$ cat src/rtl/prescaled_counter.sv
// Prescaled up/down counter with wrap, saturate and one-shot terminal behaviour.
// A free-running prescaler emits a tick that advances the count one cycle later.
module prescaled_counter #(
  parameter int WIDTH    = 10,
  parameter int PRESCALE = 1000000,
  parameter int MODULUS  = 1000
) (
  input  logic             clk,
  input  logic             reset,
  input  logic             en,
  input  logic             dir,
  input  logic [1:0]       mode,
  input  logic             load,
  input  logic [WIDTH-1:0] load_val,
  output logic [WIDTH-1:0] count,
  output logic             tick,
  output logic             tc,
  output logic             done
);

  localparam int PW = ($clog2(PRESCALE) > 1) ? $clog2(PRESCALE) : 1;
  localparam logic [PW-1:0]    PMAX = PW'(PRESCALE - 1);
  localparam logic [WIDTH-1:0] CMAX = WIDTH'(MODULUS - 1);

  typedef enum logic [1:0] {
    MODE_WRAP     = 2'd0,
    MODE_SAT      = 2'd1,
    MODE_ONESHOT  = 2'd2,
    MODE_WRAP_ALT = 2'd3
  } mode_e;

  logic [PW-1:0]    presc_q, presc_d;
  logic [WIDTH-1:0] count_q, count_d;
  logic             tick_q, tick_d;
  logic             tc_q, tc_d;
  logic             done_q, done_d;
  logic             step;
  logic             at_term;
  mode_e            mode_sel;

  assign mode_sel = mode_e'(mode);
  assign step     = tick_q && !done_q;
  assign at_term  = dir ? (count_q == CMAX) : (count_q == '0);

  always_comb begin
    presc_d = presc_q;
    count_d = count_q;
    tick_d  = 1'b0;
    tc_d    = 1'b0;
    done_d  = done_q;

    if (reset) begin
      presc_d = '0;
      count_d = '0;
      done_d  = 1'b0;
    end else if (load) begin
      // Load clamps out-of-range values and restarts the prescale period.
      presc_d = '0;
      count_d = (load_val > CMAX) ? CMAX : load_val;
      done_d  = 1'b0;
    end else begin
      if (en) begin
        tick_d  = (presc_q == PMAX);
        presc_d = (presc_q == PMAX) ? '0 : presc_q + PW'(1);
      end
      if (step) begin
        if (!at_term) begin
          count_d = dir ? count_q + WIDTH'(1) : count_q - WIDTH'(1);
        end else begin
          tc_d = 1'b1;
          unique case (mode_sel)
            MODE_SAT:     count_d = count_q;
            MODE_ONESHOT: done_d  = 1'b1;
            default:      count_d = dir ? '0 : CMAX;
          endcase
        end
      end
    end
  end

  always_ff @(posedge clk) begin
    presc_q <= presc_d;
    count_q <= count_d;
    tick_q  <= tick_d;
    tc_q    <= tc_d;
    done_q  <= done_d;
  end

  assign count = count_q;
  assign tick  = tick_q;
  assign tc    = tc_q;
  assign done  = done_q;

endmodule

$ cat config.mk
export PLATFORM = sky130hd
export DESIGN_NAME = prescaled_counter
export DESIGN_NICKNAME = d
export VERILOG_FILES = /design/src/rtl/prescaled_counter.sv
export SDC_FILE = /design/constraint.sdc
export NUM_CORES = 1
export LEC_CHECK = 0
export CAP_MARGIN = 20
export CORE_MARGIN = 5
export CORE_UTILIZATION = 30
export CTS_CLUSTER_DIAMETER = 80
export DETAILED_ROUTE_END_ITERATION = 12
export DONT_BUFFER_PORTS = 1
export GPL_ROUTABILITY_DRIVEN = 0
export MAX_ROUTING_LAYER = met4
export PLACE_DENSITY = 0.51
export SLEW_MARGIN = 25
export SYNTH_ARGS = -nofsm -noshare
export SYNTH_HDL_FRONTEND = slang
export SYNTH_SLANG_ARGS = --single-unit
$ cat constraint.sdc
create_clock -name clk -period 1.79 [get_ports clk]
set_input_delay 0.2685 -clock clk [delete_from_list [all_inputs] [get_ports clk]]
set_output_delay 0.2685 -clock clk [all_outputs]
set_load 0.02 [all_outputs]
# Word level (Yosys, flattened, before mapping)

Index checks and enable logic that the tools add are counted.

Word-level logic and storage cells: 36
Flip-flop bits (word level): 33
Output and inout bits: 13

Reduce and logical (&&, ||, !) cells: 10
Order comparisons: 1
Equality and inequality tests: 5
Bitwise gates (word level): 2
Mux-type cells: 10
Add/subtract/negate cells: 3

Operators with widths:

| operator              | count |
|---|---|
| $mux 10               | 7 |
| $add 20x1->20 const B | 1 |
| $eq 20x20->1 const B  | 1 |
| $mux 20               | 1 |
| $add 10x1->10 const B | 1 |
| $eq 10x10->1 const B  | 1 |
| $gt 10x10->1 const B  | 1 |
| $logic_not 10->1      | 1 |
| $sub 10x1->10 const B | 1 |
| $reduce_or 3->1       | 2 |
| $reduce_or 2->1       | 2 |
| $ne 3x3->1 const B    | 1 |
| $reduce_and 3->1      | 1 |
| $eq 2x1->1 const B    | 1 |
| $eq 2x2->1 const B    | 1 |
| $mux 1                | 2 |
| $not 1->1             | 2 |
| $reduce_and 2->1      | 1 |
| $reduce_bool 2->1     | 1 |
| $logic_and 1x1->1     | 1 |
| $logic_not 1->1       | 1 |

# Longest topological paths before layout

Word-level depth: 6
Depth in mapped cells: 8
Mapped depth without buffers: 8

# Worst setup path after synthesis

No wires, ideal clock.

Path type: reg2reg
Start: reg count_q[0] (netlist: count[0])
End: reg count_q[6] (netlist: count[6])
Stages on the path, launching flop included: 9
Setup time: 101 ps
Clock period less this slack: 1980 ps
Arrival time: 1879 ps
Slack: -190 ps
Data required time: 1689 ps
Buffers on the path: 0
Cell sequence: dfxtp_1 inv_1 fa_1 nor2b_1 o31a_1 o22ai_1 xnor2_1 a21oi_1 o41ai_1

Longest elaborated chain between the ends: 5
Elaborated cells on any way between the ends: 11
Those cells by class: add/sub (2); eq/ne (2); mux (5); reduce/logical (2)

RTL lines:

| item                                        | line   | source |
|---|---|---|
| from (decl)                                 | 33     | `logic [WIDTH-1:0] count_q, count_d;` |
| from (signal assigned)                      | 83     | `count_q <= count_d;` |
| $sub 10x1->10, or another cell as far along | 68     | `count_d = dir ? count_q + WIDTH'(1) : count_q - WIDTH'(1);` |
| $mux 10 / $mux 1 (equally long branches)    | 68, 43 |  |
| $mux 10                                     | 67     | `if (!at_term) begin` |
| $mux 10                                     | 66     | `if (step) begin` |
| $mux 10                                     | 56     | `end else if (load) begin` |

Parallel ways exist; a longest one is shown, timed or not. The select of a mux whose other input is x is not followed.
A chain may end at the register's enable or synchronous reset.

# Worst setup path in the final report

Start: reg count_q[2] (netlist: count[2])
End: reg count_q[4] (netlist: count[4])

Same word-level chain as after synthesis.

==> flow_summary_export.csv <==
group,metric,value,unit
floorplan,num_rows,29,
finish,layout.nets,327,
cts,cts_root_buffer,"clkbuf_8",
setup_path,critPathMaxFanout,3,
synth,synthSimpleGateAreaFrac,28.4,%
synth,synth_fa_ha_area_share,7.41,%
drt,wl,5.78,mm
sta,finalSetupViolCount,11,
floorplan,die_w,90.8,um
finish,final_cells,377,
sta,final.period_utilization,112,%
setup_path,path_class,"flop to flop",
finish,diodes,0,
sta,clock.fmax,500,MHz
synth,synth_compound_area_share,16.1,%
placement,dp_hpwl,4.15,mm
cts,clk_pin_slew,0.07,ns
synth,synth_xor_area_share,9.39,%
finish,drive_gt1_share,44.3,%
outcome,violations,"setup timing",
power_and_ir_drop,ir_worst_vdd,0.367,mV
drt,ant_nets,0,
synth,ys_warn_count,0,
hold_path,min_path_type,"primary input to flop",
drt,drt_first_pass_iters,4,
sta,slew_viol_final,0,
sta,hold_viol_final,0,
placement,place_area,2410,um^2
setup_path,cp.arrival,2.20,ns
floorplan,dieArea,8240,um^2
sta,fin_crit,2.00,ns
synth,muxShareOfSynthArea,1.02,%
outcome,outcome,"finished with violations",
finish,area_growth,51.2,%
drt,drt_iter0_drc,57,
floorplan,initial_core_util,30.8,%
job,maxCapViolations,0,
setup_path,path_delay_family,"compound AO/OA/AOI/OAI gates",
global_route,gr-total-overflow,0,
global_route,grt_pass1_wl,9.26,mm
drt,wl_per_cell,15.3,um
cts,cts_tree,"done",
cts,cts_num_sinks,33,
setup_path,crit_buf_inv,2,
global_route,grt_pass1_vias,1944,
setup_path,cp-start-kind,"flop",
setup_path,crit_path_end_kind,"flop",
global_route,gr-usage-all-layers,14.0,%
sta,skew,0.00927,ns
placement,dp.cells,354,
sta,setup-tns-final,-1.43,ns
synth,synth_area,1960,um^2
sta,tightest_slew,0.535,ns
synth,synth_nets,264,
synth,ys_ff_latch,33,
synth,synth_cell_type_count,52,
sta,rsz0062_at_grt,"yes",
sta,slew_headroom,64.0,%
setup_path,slowest_stage,"dfxtp_2",
global_route,antenna_found_initial,0,
global_route,grt_max_degree,21,
placement,port_buffers,0,
synth,synth_top_family_by_area,"simple AND/OR/NAND/NOR gates",
synth,synth_edf_count,0,
finish,mostFrequentLayoutCell,"buf_4",
drt,routed_via_density,5.18,
finish,mostFrequentLayoutCells,"54 x buf_4, 34 x nor2_1, 21 x dfxtp_1",
synth,syn_inst,236,
synth,async_flop_share,0,%
power_and_ir_drop,powerDensity,703,nW/um^2
synth,post_synth.cell_area_avg,8.30,um^2
cts,clkLatencyLatePin,0.28,ns
cts,cts_buffers,5,
drt,drc,0,
drt,dr_total_vias,1953,
setup_path,crit_top_cell,"buf_4",
power_and_ir_drop,leakagePower,1.12,nW
synth,seq_area_frac_synth,33.7,%
sta,setup_ws,-0.210,ns
cts,clock_path_buffers,2,
finish,postLayoutCellArea,2960,um^2
synth,synthFlopType,"dfxtp_1",
setup_path,cp_slowest_stage_delay,0.38,ns
floorplan,core_area,6350,um^2
floorplan,die_height,90.8,um
setup_path,worst_ep_required_time,1.99,ns
power_and_ir_drop,total_power,2.08,mW
floorplan,ioPinCount,30,
setup_path,crit_chain,"ha_4, nor2b_4, o31a_1, buf_4, a2111oi_2, buf_4, a211oi_2, nor3_1",
cts,h-tree-depth,2,
## state kept, by name (all words and copies together) (netlist names)
register and cells:
count 10, presc_q 20, tc 1, tick 1
done 1
## logic make-up (layout without fill, tap and decap cells)
| kind of cell | after synthesis | in the layout |
|---|---|---|
| flip-flops | 33 | 33 |
| XOR/XNOR | 21 | 21 |
| AND/OR/NAND/NOR | 107 | 107 |
| buffers and inverters | 17 | 81 |
| multiplexers | 2 | 2 |
| AO/OA/AOI/OAI | 45 | 45 |
| adder cells (fa/ha/maj) | 11 | 11 |
## worst register-to-register path, delay by kind of cell, from the launching register on
family,cells,cell delay (ns)
flops,1,0.38
buf+inv,2,0.34
compound gates,3,0.70
simple gates,2,0.29
fa+ha+maj,1,0.21
## worst paths after layout
path	depth (start not counted)	start	end	slack, ns
worst max-delay path	8	count[2]	count[4]	-0.21
worst min-delay path	1	reset	count[8]	0.04
worst max register to register	8	count[2]	count[4]	-0.21
worst min register to register	2	count[1]	count[1]	0.50
## cells in the mapped netlist (all sizes together), types with 2 or more instances
cell,instances,area (um^2)
mux2i,2,20.0
o31ai,2,15.0
a21oi,15,75.1
nor4,4,40.0
or3,5,32.5
inv,10,37.5
o41ai,3,26.3
or2,2,12.5
a2111oi,2,23.8
ha,10,125
o221ai,3,26.3
nand2b,2,12.5
xnor2,13,114
nand4,8,50.1
dfxtp,33,661
nand3,7,35.0
nor2,36,135
nor2b,4,25.0
o21a,2,15.0
o21ai,7,35.0
o31a,2,18.8
or4,3,26.3
xor2,8,70.1
clkbuf,5,20.0
nand2,16,60.1
and3,2,12.5
buf,2,18.8
nor3,13,70.1
## routing by layer
layer	vias up	share of wire [%]	track usage [%]	routed length, um
met5	-	0	-	0
met4	0	2.3	4.77	133
met3	15	4.9	3.67	285
met2	39	50	23.4	2910
met1	923	42	16.2	2450
li1	976	-	-	-
## power by group
part           internal (mW)  leakage, nW  switching, mW  total (mW)
Clock                  0.454       0.0585          0.273       0.727
Sequential             0.758        0.273         0.0226       0.780
Combinational          0.294        0.791          0.280       0.574
## per-stage QoR
step / utilization (%) / hold WS, ns / setup WS, ns
after CTS: 42.9 / 0.0176 / -0.213
after global placement: 38.0 / 0.334 / -0.278
after floorplan: - / 0.341 / -0.104
final: 46.6 / 0.0399 / -0.210
after global routing: 46.6 / 0.0159 / -0.280
after detailed placement: 38.0 / 0.336 / -0.236
## area by class of cell
cell class / instances / area (um^2)
inverters: 10 / 37.5
clock inverters: 1 / 30.0
fillers: 619 / 3390
multi-input cells: 186 / 1510
flip-flops and latches: 33 / 683
well taps: 77 / 96.3
repair buffers: 63 / 515
clock buffers: 7 / 86.3
## repair_timing
item	4_1_cts	5_1_grt
cloned	0	0
resized for setup	32	31
hold endpoints to repair	0	0
setup endpoints to repair	12	30
setup buffers	5	10
hold buffers	0	0
pin swaps	19	23
No activity file was read; power rests on OpenSTA's default activity.
